--- src/rtl/md_pkg.sv ---
// md_pkg: shared op encodings, FSM states and iteration count for the multiply/divide sequencer
package md_pkg;
    localparam int MD_ITER = 32;
    typedef enum logic [1:0] {
        OP_MULT  = 2'b00,
        OP_MULTU = 2'b01,
        OP_DIV   = 2'b10,
        OP_DIVU  = 2'b11
    } md_op_e;
    typedef enum logic [2:0] {
        S_IDLE,
        S_PREP,
        S_RUN,
        S_FIX,
        S_DONE
    } md_state_e;
endpackage

--- src/rtl/md_step.sv ---
// md_step: one iteration of shift-add multiply or restoring divide on unsigned magnitudes
// Ports: is_div selects divide; acc_i/opa_i/opb_i current datapath state; *_o next state.
// Multiply: acc = product accumulator, opa = shifted multiplicand, opb = remaining multiplier.
// Divide:   acc[31:0] = partial remainder, opa[31:0] = divisor, opb = dividend shifting into quotient.
module md_step (
    input  logic        is_div,
    input  logic [63:0] acc_i,
    input  logic [63:0] opa_i,
    input  logic [31:0] opb_i,
    output logic [63:0] acc_o,
    output logic [63:0] opa_o,
    output logic [31:0] opb_o
);
    logic [32:0] rs;
    logic [32:0] diff;
    assign rs    = {acc_i[31:0], opb_i[31]};
    // remainder stays below divisor, so bit 32 of diff is a clean borrow flag
    assign diff  = rs - {1'b0, opa_i[31:0]};
    assign acc_o = is_div ? {32'b0, diff[32] ? rs[31:0] : diff[31:0]}
                          : acc_i + (opb_i[0] ? opa_i : 64'd0);
    assign opa_o = is_div ? opa_i : opa_i << 1;
    assign opb_o = is_div ? {opb_i[30:0], ~diff[32]} : opb_i >> 1;
endmodule

--- src/rtl/md_sequencer.sv ---
// md_sequencer: iterative MULT/MULTU/DIV/DIVU unit owning the HI/LO registers
// Ports: clk, reset (async active-low); mdstartE/mdopE/srcaE/srcbE start an op; flushE aborts;
//        hiweE/loweE/hilowdE are MTHI/MTLO writes (honoured only when idle);
//        mdrunE busy, mddone commit pulse, divzero with mddone on zero divisor, hi/lo registers.
// Config: define MD_EARLY_OUT_EN to stop multiplies once the remaining multiplier is zero.
module md_sequencer
    import md_pkg::*;
#(
    parameter int WIDTH = 32
) (
    input  logic             clk,
    input  logic             reset,
    input  logic             mdstartE,
    input  logic [1:0]       mdopE,
    input  logic [WIDTH-1:0] srcaE,
    input  logic [WIDTH-1:0] srcbE,
    input  logic             flushE,
    input  logic             hiweE,
    input  logic             loweE,
    input  logic [WIDTH-1:0] hilowdE,
    output logic             mdrunE,
    output logic             mddone,
    output logic             divzero,
    output logic [WIDTH-1:0] hi,
    output logic [WIDTH-1:0] lo
);
`ifdef MD_EARLY_OUT_EN
    localparam bit EARLY_OUT = 1'b1;
`else
    localparam bit EARLY_OUT = 1'b0;
`endif
    localparam logic [4:0] CNT_LAST = 5'(MD_ITER - 1);

    md_state_e   state_q, state_d;
    md_op_e      op_q, op_d;
    logic [31:0] a_q, a_d, b_q, b_d, opb_q, opb_d, hi_q, hi_d, lo_q, lo_d;
    logic [63:0] acc_q, acc_d, opa_q, opa_d;
    logic [4:0]  cnt_q, cnt_d;
    logic        neg_q, neg_d, rneg_q, rneg_d, dz_q, dz_d;

    logic        is_div, is_signed, sa, sb, busy;
    logic [31:0] mag_a, mag_b, res_hi, res_lo;
    logic [63:0] prod, acc_s, opa_s;
    logic [31:0] opb_s;

    assign is_div    = op_q inside {OP_DIV, OP_DIVU};
    assign is_signed = op_q inside {OP_MULT, OP_DIV};
    assign sa        = is_signed & a_q[31];
    assign sb        = is_signed & b_q[31];
    assign mag_a     = sa ? -a_q : a_q;
    assign mag_b     = sb ? -b_q : b_q;
    assign busy      = state_q inside {S_PREP, S_RUN, S_FIX};
    assign prod      = neg_q ? -acc_q : acc_q;
    // quotient sign is the xor of operand signs; remainder sign follows the dividend
    assign res_lo    = is_div ? (neg_q ? -opb_q : opb_q) : prod[31:0];
    assign res_hi    = is_div ? (rneg_q ? -acc_q[31:0] : acc_q[31:0]) : prod[63:32];

    md_step u_step (
        .is_div (is_div),
        .acc_i  (acc_q),
        .opa_i  (opa_q),
        .opb_i  (opb_q),
        .acc_o  (acc_s),
        .opa_o  (opa_s),
        .opb_o  (opb_s)
    );

    always_comb begin
        state_d = state_q;
        op_d    = op_q;
        a_d     = a_q;
        b_d     = b_q;
        cnt_d   = cnt_q;
        acc_d   = acc_q;
        opa_d   = opa_q;
        opb_d   = opb_q;
        neg_d   = neg_q;
        rneg_d  = rneg_q;
        dz_d    = dz_q;
        hi_d    = hi_q;
        lo_d    = lo_q;
        unique case (state_q)
            S_IDLE, S_DONE: begin
                state_d = (mdstartE && !flushE) ? S_PREP : S_IDLE;
                if (mdstartE && !flushE) begin
                    op_d = md_op_e'(mdopE);
                    a_d  = srcaE;
                    b_d  = srcbE;
                end
            end
            S_PREP: begin
                acc_d  = 64'd0;
                opa_d  = {32'b0, is_div ? mag_b : mag_a};
                opb_d  = is_div ? mag_a : mag_b;
                neg_d  = sa ^ sb;
                rneg_d = sa;
                cnt_d  = 5'd0;
                state_d = S_RUN;
                if (is_div && b_q == 32'd0) begin
                    state_d = S_DONE;
                    hi_d    = a_q;
                    lo_d    = '1;
                    dz_d    = 1'b1;
                end else if (EARLY_OUT && !is_div && mag_b == 32'd0) begin
                    state_d = S_FIX;
                end
            end
            S_RUN: begin
                acc_d = acc_s;
                opa_d = opa_s;
                opb_d = opb_s;
                cnt_d = cnt_q + 5'd1;
                if (cnt_q == CNT_LAST || (EARLY_OUT && !is_div && opb_s == 32'd0)) begin
                    state_d = S_FIX;
                    cnt_d   = 5'd0;
                end
            end
            S_FIX: begin
                state_d = S_DONE;
                hi_d    = res_hi;
                lo_d    = res_lo;
                dz_d    = 1'b0;
            end
            default: state_d = S_IDLE;
        endcase
        if (flushE && busy) begin
            state_d = S_IDLE;
            cnt_d   = 5'd0;
            hi_d    = hi_q;
            lo_d    = lo_q;
            dz_d    = 1'b0;
        end
        // MTHI/MTLO take priority over any commit on the same edge
        if (hiweE && !busy) hi_d = hilowdE;
        if (loweE && !busy) lo_d = hilowdE;
    end

    always_ff @(posedge clk or negedge reset) begin
        if (!reset) begin
            state_q <= S_IDLE;
            op_q    <= OP_MULT;
            a_q     <= '0;
            b_q     <= '0;
            cnt_q   <= '0;
            acc_q   <= '0;
            opa_q   <= '0;
            opb_q   <= '0;
            neg_q   <= 1'b0;
            rneg_q  <= 1'b0;
            dz_q    <= 1'b0;
            hi_q    <= '0;
            lo_q    <= '0;
        end else begin
            state_q <= state_d;
            op_q    <= op_d;
            a_q     <= a_d;
            b_q     <= b_d;
            cnt_q   <= cnt_d;
            acc_q   <= acc_d;
            opa_q   <= opa_d;
            opb_q   <= opb_d;
            neg_q   <= neg_d;
            rneg_q  <= rneg_d;
            dz_q    <= dz_d;
            hi_q    <= hi_d;
            lo_q    <= lo_d;
        end
    end

    assign mdrunE  = busy;
    assign mddone  = state_q == S_DONE;
    assign divzero = mddone & dz_q;
    assign hi      = hi_q;
    assign lo      = lo_q;
endmodule

--- config.mk ---
export PLATFORM = sky130hd
export DESIGN_NAME = md_sequencer
export DESIGN_NICKNAME = d
export VERILOG_FILES = /design/src/rtl/md_pkg.sv /design/src/rtl/md_step.sv /design/src/rtl/md_sequencer.sv
export SDC_FILE = /design/constraint.sdc
export NUM_CORES = 1
export LEC_CHECK = 0
export BUFFER_PORTS_ARGS = -buffer_cell sky130_fd_sc_hd__buf_4
export CAP_MARGIN = 20
export CORE_ASPECT_RATIO = 1.75
export CORE_MARGIN = 10
export CORE_UTILIZATION = 55
export CTS_BUF_LIST = sky130_fd_sc_hd__clkbuf_4 sky130_fd_sc_hd__clkbuf_8
export DETAILED_ROUTE_END_ITERATION = 16
export MAX_ROUTING_LAYER = met4
export PLACE_DENSITY = 0.79
export SYNTH_ARGS = -nofsm -noshare
export SYNTH_HDL_FRONTEND = slang
export SYNTH_SLANG_ARGS = --single-unit
--- constraint.sdc ---
create_clock -name clk -period 6.1 [get_ports clk]
set_input_delay 0.305 -clock clk [delete_from_list [all_inputs] [get_ports clk]]
set_output_delay 0.305 -clock clk [all_outputs]
set_load 0.005 [all_outputs]
# ---- Word-level counts from Yosys, hierarchy flattened
# Index checks and enable logic that the tools add are counted.
dict set report op_classes {
  n_addsub 8
  n_eq_ne 14
  mux 36
  bitwise 5
  n_reduce_logical 24
}
# operator n
set ops {}
lappend ops {{32-bit 2-to-1 mux} 16}
lappend ops {{64-bit 2-to-1 mux} 4}
lappend ops {{64-bit case mux with 2 select lines} 2}
lappend ops {{32-bit case mux with 2 select lines} 3}
lappend ops {{32-bit negator} 4}
lappend ops {{64-bit adder} 1}
lappend ops {{64-bit negator} 1}
lappend ops {{33-bit by 32-bit subtractor with 33-bit output} 1}
lappend ops {{32-bit zero test} 1}
lappend ops {{3-bit nonzero test} 5}
lappend ops {{3-bit by 1-bit != test with 1-bit output, second input constant} 4}
lappend ops {{3-bit case mux with 4 select lines} 1}
lappend ops {{5-bit 2-to-1 mux} 2}
lappend ops {{5-bit case mux with 2 select lines} 1}
lappend ops {{3-bit 2-to-1 mux} 3}
lappend ops {{3-bit by 2-bit equality test with 1-bit output, second input constant} 2}
lappend ops {{2-bit AND reduction} 3}
lappend ops {{3-bit AND reduction} 2}
lappend ops {{2-bit nonzero test} 3}
lappend ops {{5-bit by 1-bit adder with 5-bit output, second input constant} 1}
lappend ops {{5-bit equality test, second input constant} 1}
lappend ops {{1-bit logical AND} 5}
lappend ops {{2-bit equality test, second input constant} 2}
lappend ops {{2-bit by 1-bit != test with 1-bit output, second input constant} 2}
lappend ops {{12 further kinds} 17}
dict set report totals {
  regBits 301
  in_bits 104
  output_inout_bits 67
  wordCells 100
}

# ---- Depth between registers and ports, before layout
dict set report depth {
  ltp_word 7
  mapped_depth 16
  ltp_nobuf 14
}

# ---- By module
# From an unflattened synthesis, not the netlist that was laid out.
dict set report unflattened {
  cells_unflattened 2967
  hier_area_um2 24921.4
}
# module n_inst cells_per_inst area_per_inst_um2 seq_area_each_um2
set by_module_without_submodules {}
lappend by_module_without_submodules {md_sequencer 1 1799 17086.4 7532.2}
lappend by_module_without_submodules {md_step 1 1168 7835.0 0.0}

# ---- Least setup slack after synthesis
# OpenSTA, ideal clock, no wires.
dict set report synth_timing {
  path_type {register to register}
  from {reg acc_q[0]}
  to {reg hi_q[22], in the netlist hi[22]}
  setup_time_ns 0.132
  arrival_ns 3.474
  required_time_ns 5.968
  setup_slack_ns 2.495
  stages_incl_launch_ff 13
  n_path_buf 1
  period_less_slack_ns 3.605
  cell_sequence {dfrtp_1 > inv_1 > ha_1 > or3b_2 > nor4_1 > nand4_1 > or2_1 > or3_1 > clkbuf_1 > or3_1 > mux2i_1 > a2111oi_0 > o21ai_1}
}
dict set report synth_via {
  elab_chain_cells 6
  elab_cells_between_ends 8
  cone_classes {add/sub (2); mux (6)}
}
# element line_no
set synth_rtl {}
lappend synth_rtl {{start, declared} md_sequencer.sv:37} ;# logic [63:0] acc_q, acc_d, opa_q, opa_d;
lappend synth_rtl {{start signal, assigned} md_sequencer.sv:145} ;# acc_q <= '0;
lappend synth_rtl {{start signal, assigned} md_sequencer.sv:159} ;# acc_q <= acc_d;
lappend synth_rtl {{64-bit negator or 32-bit negator (tied branches)} {md_sequencer.sv:53, md_sequencer.sv:56}}
lappend synth_rtl {{64-bit 2-to-1 mux or 32-bit 2-to-1 mux (tied branches)} {md_sequencer.sv:53, md_sequencer.sv:56}}
lappend synth_rtl {{32-bit 2-to-1 mux *} md_sequencer.sv:56} ;# assign res_hi = is_div ? (rneg_q ? -acc_q[31:0] : acc_q[31:0]) : prod[63:32];
lappend synth_rtl {{32-bit case mux with 2 select lines *} md_sequencer.sv:82} ;# unique case (state_q)
lappend synth_rtl {{32-bit 2-to-1 mux *} md_sequencer.sv:126} ;# if (flushE && busy) begin
lappend synth_rtl {{32-bit 2-to-1 mux *} md_sequencer.sv:134} ;# if (hiweE && !busy) hi_d = hilowdE;
lappend synth_rtl {{end signal, assigned} md_sequencer.sv:165} ;# hi_q <= hi_d;
lappend synth_rtl {{end, declared} md_sequencer.sv:36} ;# logic [31:0] a_q, a_d, b_q, b_d, opb_q, opb_d, hi_q, hi_d, lo_q, lo_d;
# Every way passes the cells marked *; elsewhere a longest branch is shown, timed or not. The select of a mux whose other input is x is not followed.
# A chain may end at the register's enable or synchronous reset.

# ---- Worst setup path after layout
dict set report layout_timing {
  from {reg b_q[0]}
  to {reg lo_q[28], in the netlist lo[28]}
}
dict set report layout_via {
  elab_chain_cells 4
}
# element line_no
set layout_rtl {}
lappend layout_rtl {{start, declared} md_sequencer.sv:36}
lappend layout_rtl {{start signal, assigned} md_sequencer.sv:143} ;# b_q <= '0;
lappend layout_rtl {{start signal, assigned} md_sequencer.sv:157} ;# b_q <= b_d;
lappend layout_rtl {{32-bit zero test} md_sequencer.sv:99} ;# if (is_div && b_q == 32'd0) begin
lappend layout_rtl {{1-bit logical AND} md_sequencer.sv:99}
lappend layout_rtl {{3-bit by 1-bit != test with 1-bit output (no line)} --}
lappend layout_rtl {{3-bit AND reduction (no line)} --}
lappend layout_rtl {{end signal, assigned} md_sequencer.sv:166} ;# lo_q <= lo_d;
lappend layout_rtl {{end, declared} md_sequencer.sv:36}
# No other way between the ends.

==> metrics <==
Setup Fix Bufs, Post-CTS=0; Comb power frac=52.7%; Slowest-stage cell, CP=or4b_1; worst vdd ir=0.265 mV; drt first pass iters=7; Die Y=297 µm; grt total ovfl=0; initial antenna violation count=2; share of layout cells above drive strength 1=12.3%; clk buf depth=3; Die W=178 µm; total CTS buffers=49; final-report setup violation count=0; CTS Root Cell=clkbuf_8; Slew Viols, Final=0; Final HPWL DP=69500 µm; Syn Nets=3209; ANT nets after route=0; port bufs=170; most area-hungry cell type in the Yosys netlist=dfrtp_1; fin util=64.1%; Hold/Removal Path Class=input pin to flip-flop; Clock power frac=17.9%; CP Class=flip-flop to flip-flop; io pins=171; crit end category=flip-flop; first-pass GRT wire length=146000 µm; CTS H-Tree Depth=2; Core Region=43300 µm²; Placement Rows=101; post-route total power=11900 µW; number of global-route vias before repair=24800; Sink Count=301; Switch Pwr=5820 µW; P per Cell Area=427 nW/µm²; synthesized flop and latch total=301; Seq pwr share=29.4%; slew at the pin with the worst max-slew slack=1070 ps; Post-synth EDFFs=0; Post-Synthesis Cells=3002; sw frac=49.1%; Final Non-Filler Cells=3747; slowest stage delay, CP=650 ps; Total GRT Usage=36.2%; RSZ-0062 raised after global routing=false; ys async rst share=100%; largest net degree at the start of global routing=120; cell-internal power=6040 µW; total negative setup slack=0 ps; die area=52900 µm²; Worst path top cell family by delay=simple AND/OR/NAND/NOR gates; final hold slack=41.8 ps; clock skew=30.0 ps; Synth cell types=78; Seq/Total Area, Yosys=31.3%; fmax=206 MHz; status=finished, final reports clean; Reg clk slew, reported paths=80 ps; Period minus WS final=4860 ps; critical path buffer and inverter count=3; Critical Path Fanout Max=55; dpl cells=3555; final hold viol count=0; CTS tree=done; top-area cell type share of the netlist area=31.3%; Netlist Area Pre-Place=24100 µm²; most frequent cell after synthesis=nand2_1; Layout area overhead=15.4%; Synth Warn #=0; period utilisation layout=79.7%; total number of vias=24900; Pleak=0.0120 µW; prevailing post-synth register cell=dfrtp_1; crit-path cells=inv_1, ha_1, nor2b_1, nand4_1, or4_1, or4b_1, nor2b_1, or3_1, buf_4, inv_6, nand2_1, a211oi_1, o21ai_1; synthesized area per cell=8.02 µm²; Layout Nets=3350; Startpoint Class=flip-flop; routed len/inst=25.5 µm; main area contributors after synthesis=dfrtp_1 (31%), nand2_1 (6.4%), ha_1 (5.2%); fillers=3598; routability cong.=1.07; Total Wirelength=95600 µm; clk_lat worst skew=630 ps; relative slew slack=28.7%; most frequent cell on the critical path=nor2b_1; Iter 0 DRT Violations=2622; # Max-Cap Violations=0; Initial Util=55.6%; Post-route DRC=0; critical path required time=6620 ps; Worst EP arrival=5380 ps; via/cell ratio=6.64; synth cell count leaders=nand2_1 (409), dfrtp_1 (301), o21ai_0 (247)
## area by class of cell
cell class              instances  area, µm²  share of cell area (%)
flip-flops and latches        301       7540                    27.1
clock inverters                17        254                   0.914
inverters                      71        272                   0.977
diodes                          2       5.00                  0.0180
repair buffers                308       2630                    9.45
well taps                     566        708                    2.55
multi-input cells            2412      15500                    55.8
clock buffers                  70        895                    3.22
## cell families (layout without fill, tap and decap cells)
| kind of cell | Yosys count | after routing | share of synthesized area [%] |
|---|---|---|---|
| fa+ha+maj | 103 | 103 | 5.41 |
| mux | 123 | 123 | 5.48 |
| flops | 301 | 301 | 31.3 |
| simple gates | 1017 | 1017 | 19.8 |
| buf+inv | 289 | 466 | 4.65 |
| xor+xnor | 263 | 263 | 9.56 |
| other cells | 0 | 2 | 0 |
| compound gates | 906 | 906 | 23.9 |
## final timing paths
path	to	cells after the start	start	slack [ps]
worst min register to register	opa_q[63]	2	opa_q[63]	480
min in group asynchronous	acc_q[12]	2	reset	340
worst min-delay path	lo[14]	3	hilowdE[14]	40
worst max register to register	lo[28]	13	b_q[0]	1240
max in group asynchronous	hi[18]	3	reset	4200
worst max-delay path	lo[28]	13	b_q[0]	1240
## flip-flops by register name (all words and copies together), names as in the netlist
name,flops
acc_q,64
opa_q,64
a_q,32
b_q,32
hi,32
lo,32
opb_q,32
cnt_q,5
state_q,3
op_q,2
dz_q,1
neg_q,1
rneg_q,1
## through the flow
stage	instance area, µm²	setup WS (ps)
2_1_floorplan	24100	2490
3_3_place_gp	25600	1520
3_5_place_dp	25600	1440
4_1_cts	27700	1440
5_1_grt	27800	1060
6_report	27800	1240
## per-layer routing
metal	track usage, %	wire (µm)
met5	-	0
met4	29.0	9400
met3	6.11	7680
met2	59.0	46300
met1	37.8	32300
## layout by cell type, fill, tap and decap left out, types with 12 or more instances in the layout
| master | synthesis | final |
|---|---|---|
| o21bai_1 | 20 | 20 |
| o21a_1 | 16 | 16 |
| o31ai_1 | 43 | 43 |
| or3_1 | 40 | 40 |
| a21oi_1 | 222 | 222 |
| a211oi_1 | 45 | 45 |
| dlygate4sd3_1 | 0 | 100 |
| a31oi_1 | 30 | 30 |
| nand3_1 | 77 | 77 |
| xor2_1 | 119 | 119 |
| and2_1 | 43 | 43 |
| a221o_1 | 23 | 23 |
| a22oi_1 | 36 | 36 |
| inv_1 | 70 | 70 |
| mux2_2 | 61 | 61 |
| o21ai_1 | 18 | 18 |
| nand4_1 | 50 | 50 |
| nand2b_1 | 16 | 16 |
| buf_4 | 1 | 203 |
| ha_1 | 101 | 101 |
| o21ai_0 | 247 | 247 |
| clkbuf_8 | 0 | 59 |
| nor4_1 | 12 | 12 |
| or4_1 | 27 | 27 |
| nor2b_1 | 23 | 21 |
| o2111ai_1 | 14 | 14 |
| o211ai_1 | 34 | 34 |
| nor2_1 | 219 | 214 |
| dfrtp_1 | 301 | 299 |
| a22o_1 | 17 | 17 |
| o22ai_1 | 16 | 16 |
| mux2i_1 | 61 | 61 |
| o221ai_1 | 15 | 15 |
| nand2_1 | 409 | 409 |
| o41ai_1 | 15 | 15 |
| xnor2_1 | 144 | 144 |
| nor3_1 | 49 | 49 |
| a21o_1 | 42 | 42 |
## power by group through the flow
stage | logic, µW | registers [µW] | clock network [µW]
3_3_place_gp | 5850 | 3440 | 0
3_5_place_dp | 5930 | 3460 | 0
5_1_grt | 6750 | 3500 | 2210
6_report | 6250 | 3490 | 2130
4_1_cts | 6020 | 3430 | 2130
2_1_floorplan | 4420 | 2880 | 0
## worst reg2reg max path, cell delays in order (launching register included)
cell	delay, ps
dfrtp_1	420
inv_1	230
ha_1	260
nor2b_1	230
nand4_1	230
or4_1	520
or4b_1	650
nor2b_1	200
or3_1	390
buf_4	260
inv_6	370
nand2_1	520
a211oi_1	350
o21ai_1	110
## repair_timing
| action | in CTS | in global routing |
|---|---|---|
| hold buffers | 100 | 0 |
| resized for setup | 0 | 0 |
| hold endpoints to repair | 230 | 0 |
No activity file was read; power rests on OpenSTA's default activity.
